--- src/rtl/std_div_pipe.sv ---
// rtl/std_div_pipe.sv - iterative restoring divider, one quotient bit per cycle
// Optional signed mode: define STD_DIV_PIPE_SIGNED_EN.
module std_div_pipe #(
  parameter int width = 32
) (
  input  logic             clk,
  input  logic             rst_n,
  input  logic [width-1:0] left,
  input  logic [width-1:0] right,
  input  logic             valid,
  output logic [width-1:0] out_quotient,
  output logic [width-1:0] out_remainder,
  output logic             ready,
  output logic             out_read_out,
  output logic             busy
);

  localparam int CW = $clog2(width + 1);

  typedef enum logic [1:0] {IDLE, RUN, DONE} state_t;

  state_t           state, state_nxt;
  logic [CW-1:0]    cnt;
  logic [width-1:0] rem, dvd, dvs;
  logic [width:0]   shifted;
  logic             q_bit;
  logic [width-1:0] rem_nxt, quo_nxt;
  logic [width-1:0] mag_l, mag_r;
  logic [width-1:0] q_fix, r_fix;
  logic             accept;

  assign accept = valid && (state == IDLE || state == DONE);

`ifdef STD_DIV_PIPE_SIGNED_EN
  logic sign_l, sign_r;

  assign mag_l = left[width-1]  ? -left  : left;
  assign mag_r = right[width-1] ? -right : right;
  // Zero divisor bypasses the quotient sign fix so the result stays all ones;
  // negating the remainder magnitude by the dividend sign restores raw left.
  assign q_fix = (dvs == '0) ? '1 : ((sign_l ^ sign_r) ? -quo_nxt : quo_nxt);
  assign r_fix = sign_l ? -rem_nxt : rem_nxt;

  always_ff @(posedge clk or negedge rst_n) begin
    if (!rst_n) begin
      sign_l <= 1'b0;
      sign_r <= 1'b0;
    end else if (accept) begin
      sign_l <= left[width-1];
      sign_r <= right[width-1];
    end
  end
`else
  assign mag_l = left;
  assign mag_r = right;
  assign q_fix = quo_nxt;
  assign r_fix = rem_nxt;
`endif

  // Restoring step: the extra top bit of shifted keeps the compare exact.
  always_comb begin
    shifted = {rem, dvd[width-1]};
    q_bit   = (shifted >= {1'b0, dvs});
    rem_nxt = q_bit ? width'(shifted - {1'b0, dvs}) : shifted[width-1:0];
    quo_nxt = {dvd[width-2:0], q_bit};
  end

  always_ff @(posedge clk or negedge rst_n) begin
    if (!rst_n) state <= IDLE;
    else        state <= state_nxt;
  end

  always_comb begin
    state_nxt = state;
    case (state)
      IDLE:    if (valid) state_nxt = RUN;
      RUN:     if (cnt == CW'(1)) state_nxt = DONE;
      DONE:    state_nxt = valid ? RUN : IDLE;
      default: state_nxt = IDLE;
    endcase
  end

  always_comb begin
    ready        = (state == DONE);
    out_read_out = (state == DONE);
    busy         = (state == RUN);
  end

  always_ff @(posedge clk or negedge rst_n) begin
    if (!rst_n) begin
      rem           <= '0;
      dvd           <= '0;
      dvs           <= '0;
      cnt           <= '0;
      out_quotient  <= '0;
      out_remainder <= '0;
    end else if (accept) begin
      rem <= '0;
      dvd <= mag_l;
      dvs <= mag_r;
      cnt <= CW'(width);
    end else if (state == RUN) begin
      rem <= rem_nxt;
      dvd <= quo_nxt;
      cnt <= cnt - CW'(1);
      if (cnt == CW'(1)) begin
        out_quotient  <= q_fix;
        out_remainder <= r_fix;
      end
    end
  end

endmodule

--- config.mk ---
export PLATFORM = sky130hd
export DESIGN_NAME = std_div_pipe
export DESIGN_NICKNAME = d
export VERILOG_FILES = /design/src/rtl/std_div_pipe.sv
export SDC_FILE = /design/constraint.sdc
export NUM_CORES = 1
export LEC_CHECK = 0
export BUFFER_PORTS_ARGS = -buffer_cell sky130_fd_sc_hd__buf_2
export CAP_MARGIN = 5
export CORE_ASPECT_RATIO = 2
export CORE_MARGIN = 2
export CORE_UTILIZATION = 33
export DETAILED_ROUTE_END_ITERATION = 7
export GPL_TIMING_DRIVEN = 1
export PLACE_DENSITY = 0.52
export SYNTH_ARGS = -nofsm -noshare
export SYNTH_HDL_FRONTEND = slang
export SYNTH_SLANG_ARGS = --single-unit
--- constraint.sdc ---
create_clock -name clk -period 7.71 [get_ports clk]
set_input_delay 0.771 -clock clk [delete_from_list [all_inputs] [get_ports clk]]
set_output_delay 0.771 -clock clk [all_outputs]
set_load 0.02 [all_outputs]
==> metrics.json, run 1 <==
{
  "layout-drive-gt1-share": {"value": 0.170},
  "diodes": {"value": 0},
  "clock.fmax": {"value": 234, "unit": "MHz"},
  "cts.root.buffer_cell": {"value": "sky130_fd_sc_hd__clkbuf_16"},
  "post_synth_main_area_contributors": {"value": "sky130_fd_sc_hd__dfrtp_1 48%, sky130_fd_sc_hd__nand2_1 12%, sky130_fd_sc_hd__o21ai_0 5.8%"},
  "postSynth.asyncResetShare": {"value": 1.00},
  "first_iter_violations": {"value": 429},
  "timing.final.crit_share": {"value": 0.554},
  "cts.clk_slew.worst_paths": {"value": 0.07, "unit": "ns"},
  "launch_point_of_the_critical_path": {"value": "rem[25]"},
  "start_util": {"value": 0.333},
  "synth.top_cells.by_count": {"value": "273 x sky130_fd_sc_hd__nand2_1, 168 x sky130_fd_sc_hd__dfrtp_1, 101 x sky130_fd_sc_hd__o21ai_0, 50 x sky130_fd_sc_hd__inv_1, 46 x sky130_fd_sc_hd__clkbuf_1"},
  "synthesis.instances": {"value": 990},
  "sort_of_element_at_the_end_of_the_critical_path": {"value": "register"},
  "ctsResizeCount": {"value": 0},
  "setup_total_negative_slack": {"value": 0, "unit": "ns"},
  "drt-pass1-iter-count": {"value": 5},
  "grt_start_max_net_pins": {"value": 109},
  "gr-total-overflow": {"value": 0},
  "final_antenna_net_count": {"value": 0},
  "cell_area_synth": {"value": 8680, "unit": "um^2"},
  "synth.net_count": {"value": 1092},
  "grt_setup_unrepaired": {"value": "false"},
  "cp.required": {"value": 8.04, "unit": "ns"},
  "insertion_delay": {"value": 0.45, "unit": "ns"},
  "pwr_density_cell": {"value": 559, "unit": "nW/um^2"},
  "synth_enable_flop_cells": {"value": 0},
  "crit_path_max_incr_delay": {"value": 0.69, "unit": "ns"},
  "detailed_place_hpwl": {"value": 16.3, "unit": "mm"},
  "fin_worst_skew": {"value": 0.0103, "unit": "ns"},
  "number_of_storage_elements_in_the_synthesis_netlist": {"value": 168},
  "design_power_total": {"value": 0.00571, "unit": "W"},
  "synth.lib_cells_used.distinct": {"value": 59},
  "worst_hold_path_type": {"value": "input port to asynchronous set/reset pin"},
  "postRouteWirelength": {"value": 23.9, "unit": "mm"},
  "setup_viol": {"value": 0},
  "reg2reg_to": {"value": "rem[27]"},
  "dr_vias": {"value": 7309},
  "hold_viol": {"value": 0},
  "r2r_setup_slack": {"value": 3.44, "unit": "ns"},
  "cts_buffer_depth": {"value": 2},
  "area_delta_synth_final": {"value": 17.8, "unit": "%"},
  "setup_cp_type": {"value": "register to register"},
  "numPlacedInstances": {"value": 1416},
  "slew_headroom": {"value": 0.311},
  "routabilityCongestion": {"value": 0.872},
  "max-vdd-ir-drop": {"value": 198, "unit": "uV"},
  "cts-buffers-inserted": {"value": 17},
  "fill_cells": {"value": 2757},
  "dieArea": {"value": 27700, "unit": "um^2"},
  "cts_tree": {"value": "built"},
  "worst_r2r_path_depth": {"value": 11},
  "yosys.area.top_type": {"value": "sky130_fd_sc_hd__dfrtp_1"},
  "synth.most_common_cell": {"value": "sky130_fd_sc_hd__nand2_1"},
  "layout.cell_area.non_filler": {"value": 10200, "unit": "um^2"},
  "netlist.area_leader.share": {"value": 0.484},
  "detail_route.vias_per_cell": {"value": 5.05},
  "grt_first_pass_wirelength": {"value": 39.4, "unit": "mm"},
  "drv_cap": {"value": 0},
  "antenna_found_initial": {"value": 0},
  "die_x": {"value": 119, "unit": "um"},
  "layoutNonFillerInstCount": {"value": 1447},
  "timing.critical_path.mode_cell": {"value": "sky130_fd_sc_hd__o311ai_1"},
  "critical_path.cell_chain": {"value": "ha_1, a21oi_1, o21ai_0, o41ai_1, o311ai_1, o311ai_1, nand2_1, buf_4, and3_1, o21a_1, a221o_1"},
  "core_region_area": {"value": 26100, "unit": "um^2"},
  "endpoint": {"value": "rem[27]"},
  "ys.warnings.count": {"value": 0},
  "layout.nets": {"value": 1193},
  "critical_path.reg2reg.startpoint": {"value": "rem[25]"},
  "synthesis.area_per_instance": {"value": 8.77, "unit": "um^2"},
  "critical_path_arrival": {"value": 4.60, "unit": "ns"},
  "start_kind": {"value": "register"},
  "groute.usage.overall": {"value": 0.180},
  "synth_ff_type": {"value": "sky130_fd_sc_hd__dfrtp_1"},
  "power.static_leakage": {"value": 5.07, "unit": "nW"},
  "cts.sinks": {"value": 168},
  "ios": {"value": 134},
  "via_count_of_the_first_global_routing_pass": {"value": 7366},
  "port_buffers": {"value": 133},
  "cell_area_placed": {"value": 9610, "unit": "um^2"},
  "avgRoutedWirePerCell": {"value": 16.5, "unit": "um"},
  "post_cts_hold_buffer_count": {"value": 0},
  "die-height": {"value": 233, "unit": "um"},
  "cts_post_setup_buffers_inserted": {"value": 0},
  "timing.critical_path.slowest_stage_cell": {"value": "sky130_fd_sc_hd__nand2_1"},
  "slew_viol_final": {"value": 0},
  "outcome": {"value": "complete, no violations"},
  "min_period": {"value": 4.27, "unit": "ns"},
  "largest_driver_fanout_on_the_critical_path": {"value": 26},
  "synth.yosys.seq_area_share": {"value": 0.484},
  "cts.htree.levels": {"value": 4},
  "worst_pin_slew": {"value": 1.03, "unit": "ns"},
  "post-route-drc-count": {"value": 0},
  "num_rows": {"value": 84}
}
==> per-stage QoR <==
| stage | util | hold WS [ns] | worst slack [ns] |
|---|---|---|---|
| after floorplan | - | 0.450 | 4.60 |
| after detailed placement | 0.369 | 0.460 | 3.50 |
| after global routing | 0.392 | 0.489 | 3.09 |
| final | 0.392 | 0.453 | 3.44 |
| after global placement | 0.369 | 0.453 | 3.58 |
| after CTS | 0.392 | 0.476 | 3.45 |
==> cells by family (layout without fill, tap and decap cells) <==
kind of cell / after synthesis / after routing / share of synthesized area
AO/OA/AOI/OAI: 249 / 249 / 0.179
XOR/XNOR: 24 / 24 / 0.0242
adder cells (fa/ha/maj): 35 / 35 / 0.0513
buffers and inverters: 109 / 222 / 0.0496
flip-flops: 168 / 168 / 0.484
multiplexers: 20 / 20 / 0.0241
AND/OR/NAND/NOR: 385 / 385 / 0.187
==> critical path: cells and delay by family, from the launching register on <==
family / cells / cell delay, ns
adders and majority gates: 1 / 0.42
DFF: 1 / 0.41
and+or+nand+nor: 2 / 0.90
buffers and inverters: 1 / 0.47
AOI/OAI and AO/OA: 7 / 1.92
==> where the power goes <==
part / internal [W] / switching (W)
combinational: 0.00122 / 0.00205
clock: 0.000535 / 0.000361
sequential: 0.00131 / 0.000247
==> registers in the layout (all words and copies together), names as in the netlist <==
signal,count
dvd,32
dvs,32
out_quotient,32
out_remainder,32
rem,32
cnt,6
state,2
==> worst min-delay path by stage <==
| stage | endpoint | slack (ns) | depth (start not counted) |
|---|---|---|---|
| 2_1_floorplan | dvs[0] | 0.45 | 2 |
| 3_3_place_gp | out_quotient[2] | 0.45 | 2 |
| 3_5_place_dp | out_quotient[22] | 0.46 | 2 |
| 4_1_cts | out_quotient[6] | 0.48 | 2 |
| 5_1_grt | out_quotient[20] | 0.49 | 2 |
| 6_report | dvs[16] | 0.45 | 1 |
==> placed cells by master, fill, tap and decap left out, types with 6 or more instances in the layout <==
cell                        synthesis  routed
sky130_fd_sc_hd__o21ai_0          101     101
sky130_fd_sc_hd__ha_1              34      34
sky130_fd_sc_hd__or4_1              7       7
sky130_fd_sc_hd__nor3_1            13      13
sky130_fd_sc_hd__and3_1            12      12
sky130_fd_sc_hd__xor2_1             8       8
sky130_fd_sc_hd__mux2i_1           13      13
sky130_fd_sc_hd__inv_1             50      49
sky130_fd_sc_hd__nor2_1            29      28
sky130_fd_sc_hd__clkbuf_16          0      17
sky130_fd_sc_hd__a211o_1            6       6
sky130_fd_sc_hd__nand2_1          273     272
sky130_fd_sc_hd__nand3_1           27      27
sky130_fd_sc_hd__buf_2              5     132
sky130_fd_sc_hd__mux2_2             7       7
sky130_fd_sc_hd__a31oi_1            7       7
sky130_fd_sc_hd__a21o_1            15      15
sky130_fd_sc_hd__a22oi_1           31      31
sky130_fd_sc_hd__xnor2_1           16      16
sky130_fd_sc_hd__a21oi_1           39      39
sky130_fd_sc_hd__dfrtp_1          168     168
sky130_fd_sc_hd__buf_4              2       7
==> area by class of cell <==
| cell class | count | area, um^2 | area share |
|---|---|---|---|
| inverters | 51 | 191 | 0.0187 |
| clock buffers | 21 | 470 | 0.0460 |
| multi-input cells | 713 | 4060 | 0.397 |
| well taps | 344 | 430 | 0.0421 |
| repair buffers | 140 | 724 | 0.0709 |
| flip-flops and latches | 168 | 4200 | 0.411 |
| clock inverters | 10 | 143 | 0.0140 |
==> routing by layer <==
metal  vias to the layer above  track usage  routed length (um)
met5                         -            0                   0
met4                         0       0.0662                 465
met3                        24       0.0305                 917
met2                       178        0.302               11700
met1                      3506        0.231               10800
li1                       3601            -                   -
Power figures use the tool's default switching activity.
==> run 2: changes to the inputs <==
- clock period: 7.71 -> 4.2 ns (I/O delays scaled with it)
==> metrics.json, run 2 (same netlist as run 1, synthesis figures left out) <==
{
  "setup_total_negative_slack": {"value": 0, "unit": "ns", "change": "unchanged"},
  "slew_viol_final": {"value": 0, "change": "unchanged"},
  "cts-buffers-inserted": {"value": 17, "change": "unchanged"},
  "start_util": {"value": 0.333, "change": "unchanged"},
  "fin_worst_skew": {"value": 0.0120, "unit": "ns", "change": "was 0.0103 ns"},
  "setup_cp_type": {"value": "register to register", "change": "unchanged"},
  "die_x": {"value": 119, "unit": "um", "change": "unchanged"},
  "gr-total-overflow": {"value": 0, "change": "unchanged"},
  "detailed_place_hpwl": {"value": 16.7, "unit": "mm", "change": "was 16.3 mm"},
  "setup_viol": {"value": 0, "change": "unchanged"},
  "dieArea": {"value": 27700, "unit": "um^2", "change": "unchanged"},
  "post-route-drc-count": {"value": 0, "change": "unchanged"},
  "cts_buffer_depth": {"value": 2, "change": "unchanged"},
  "cts_post_setup_buffers_inserted": {"value": 0, "change": "unchanged"},
  "area_delta_synth_final": {"value": 18.1, "unit": "%", "change": "was 17.8%"},
  "grt_first_pass_wirelength": {"value": 39.1, "unit": "mm", "change": "was 39.4 mm"},
  "grt_setup_unrepaired": {"value": "false", "change": "unchanged"},
  "timing.critical_path.mode_cell": {"value": "sky130_fd_sc_hd__or4_1", "change": "was sky130_fd_sc_hd__o311ai_1"},
  "avgRoutedWirePerCell": {"value": 16.6, "unit": "um", "change": "was 16.5 um"},
  "ctsResizeCount": {"value": 0, "change": "unchanged"},
  "insertion_delay": {"value": 0.45, "unit": "ns", "change": "about the same"},
  "cts.htree.levels": {"value": 4, "change": "unchanged"},
  "diodes": {"value": 0, "change": "unchanged"},
  "first_iter_violations": {"value": 537, "change": "was 429"},
  "largest_driver_fanout_on_the_critical_path": {"value": 16, "change": "was 26"},
  "max-vdd-ir-drop": {"value": 411, "unit": "uV", "change": "was 198 uV"},
  "core_region_area": {"value": 26100, "unit": "um^2", "change": "unchanged"},
  "layout.nets": {"value": 1196, "change": "was 1193"},
  "drt-pass1-iter-count": {"value": 7, "change": "was 5"},
  "critical_path.cell_chain": {"value": "ha_1, nand4_1, or4_1, or4_1, nor4_2, nor3_1, and2_1, or3_1, mux2_2, nand2_1", "change": "was ha_1, a21oi_1, o21ai_0, o41ai_1, o311ai_1, o311ai_1, nand2_1, buf_4, and3_1, o21a_1, a221o_1"},
  "layout.cells.most_common": {"value": "sky130_fd_sc_hd__nand2_1", "change": "unchanged"},
  "post_cts_hold_buffer_count": {"value": 0, "change": "unchanged"},
  "timing.final.crit_share": {"value": 0.882, "change": "was 0.554"},
  "grt_start_max_net_pins": {"value": 95, "change": "was 109"},
  "drv_cap": {"value": 0, "change": "unchanged"},
  "worst_hold_path_type": {"value": "input port to asynchronous set/reset pin", "change": "unchanged"},
  "critical_path_arrival": {"value": 4.10, "unit": "ns", "change": "was 4.60 ns"},
  "worst_pin_slew": {"value": 1.03, "unit": "ns", "change": "about the same"},
  "layout_common_cells": {"value": "272 x sky130_fd_sc_hd__nand2_1, 168 x sky130_fd_sc_hd__dfrtp_1, 132 x sky130_fd_sc_hd__buf_2, 101 x sky130_fd_sc_hd__o21ai_0, 49 x sky130_fd_sc_hd__inv_1", "change": "unchanged"},
  "cp.required": {"value": 4.59, "unit": "ns", "change": "was 8.04 ns"},
  "cell_area_placed": {"value": 9660, "unit": "um^2", "change": "was 9610 um^2"},
  "antenna_found_initial": {"value": 0, "change": "unchanged"},
  "final_antenna_net_count": {"value": 0, "change": "unchanged"},
  "routabilityCongestion": {"value": 0.859, "change": "was 0.872"},
  "start_kind": {"value": "register", "change": "unchanged"},
  "port_buffers": {"value": 133, "change": "unchanged"},
  "via_count_of_the_first_global_routing_pass": {"value": 7298, "change": "was 7366"},
  "slew_headroom": {"value": 0.313, "change": "was 0.311"},
  "outcome": {"value": "complete, no violations", "change": "unchanged"},
  "postRouteWirelength": {"value": 24.1, "unit": "mm", "change": "was 23.9 mm"},
  "clock.fmax": {"value": 270, "unit": "MHz", "change": "was 234 MHz"},
  "design_power_total": {"value": 0.0105, "unit": "W", "change": "was 0.00571 W"},
  "pwr_density_cell": {"value": 1030, "unit": "nW/um^2", "change": "was 559 nW/um^2"},
  "min_period": {"value": 3.71, "unit": "ns", "change": "was 4.27 ns"},
  "sort_of_element_at_the_end_of_the_critical_path": {"value": "register", "change": "unchanged"},
  "dr_vias": {"value": 7314, "change": "was 7309"},
  "cts_tree": {"value": "built", "change": "unchanged"},
  "fill_cells": {"value": 2736, "change": "was 2757"},
  "die-height": {"value": 233, "unit": "um", "change": "unchanged"},
  "groute.usage.overall": {"value": 0.179, "change": "was 0.180"},
  "layout.cell_area.non_filler": {"value": 10200, "unit": "um^2", "change": "about the same"},
  "path_buf_inv": {"value": 0, "change": "was 1"},
  "layout-drive-gt1-share": {"value": 0.170, "change": "about the same"},
  "cts.clk_slew.worst_paths": {"value": 0.06, "unit": "ns", "change": "was 0.07 ns"},
  "cts.root.buffer_cell": {"value": "sky130_fd_sc_hd__clkbuf_16", "change": "unchanged"},
  "num_rows": {"value": 84, "change": "unchanged"},
  "cts.sinks": {"value": 168, "change": "unchanged"},
  "crit_path_max_incr_delay": {"value": 0.56, "unit": "ns", "change": "was 0.69 ns"},
  "timing.critical_path.slowest_stage_cell": {"value": "sky130_fd_sc_hd__or4_1", "change": "was sky130_fd_sc_hd__nand2_1"},
  "ios": {"value": 134, "change": "unchanged"},
  "detail_route.vias_per_cell": {"value": 5.04, "change": "was 5.05"},
  "cp_top_family": {"value": "simple AND/OR/NAND/NOR gates", "change": "was compound AO/OA/AOI/OAI gates"},
  "hold_viol": {"value": 0, "change": "unchanged"},
  "power.static_leakage": {"value": 5.08, "unit": "nW", "change": "was 5.07 nW"}
}
run 2: final timing paths:
path | from | endpoint | slack (ns) | cells after the start
setup / recovery | rem[25] | out_remainder[30] | 0.49 | 10
hold / removal | rst_n | rem[17] | 0.01 | 1
setup reg to reg | rem[25] | out_remainder[30] | 0.49 | 10
hold reg to reg | out_quotient[3] | out_quotient[3] | 0.47 | 2
max in group asynchronous | rst_n | out_quotient[12] | 3.24 | 2
min in group clk | right[6] | dvs[6] | 0.17 | 3
run 2: cell type report:
type / count / area [um^2] / area share
timing repair buffer: 143 / 772 / 0.0753
tap: 344 / 430 / 0.0420
inverter: 51 / 191 / 0.0187
clock buffer: 23 / 468 / 0.0457
clock inverter: 8 / 121 / 0.0118
sequential: 168 / 4200 / 0.410
multi-input combinational: 713 / 4060 / 0.396
run 2: power breakdown:
group / leakage, nW / switching (W) / internal, W / total [W]
clock: 0.287 / 0.000648 / 0.000961 / 0.00161
combinational: 2.69 / 0.00379 / 0.00228 / 0.00606
sequential: 2.10 / 0.000462 / 0.00240 / 0.00286
total: 5.08 / 0.00490 / 0.00563 / 0.0105
run 2: routing by layer:
| layer | part of all wire | wire length (um) | up-vias | track usage |
|---|---|---|---|---|
| met4 | 0.014 | 327 | 0 | 0.0521 |
| met5 | 0 | 0 | - | 0 |
| met2 | 0.49 | 11900 | 178 | 0.302 |
| met1 | 0.45 | 10900 | 3508 | 0.232 |
| li1 | - | - | 3605 | - |
| met3 | 0.042 | 1010 | 23 | 0.0364 |
run 2: metrics by stage:
step                instances  worst slack [ns]  utilization  hold slack [ns]
floorplan                 990              1.09            -            0.124
global placement         1419             0.565        0.371            0.453
detailed placement       1419             0.493        0.371            0.457
CTS                      1450             0.473        0.393           0.0250
global route             1450             0.300        0.393           0.0653
finish                   1450             0.494        0.393           0.0117
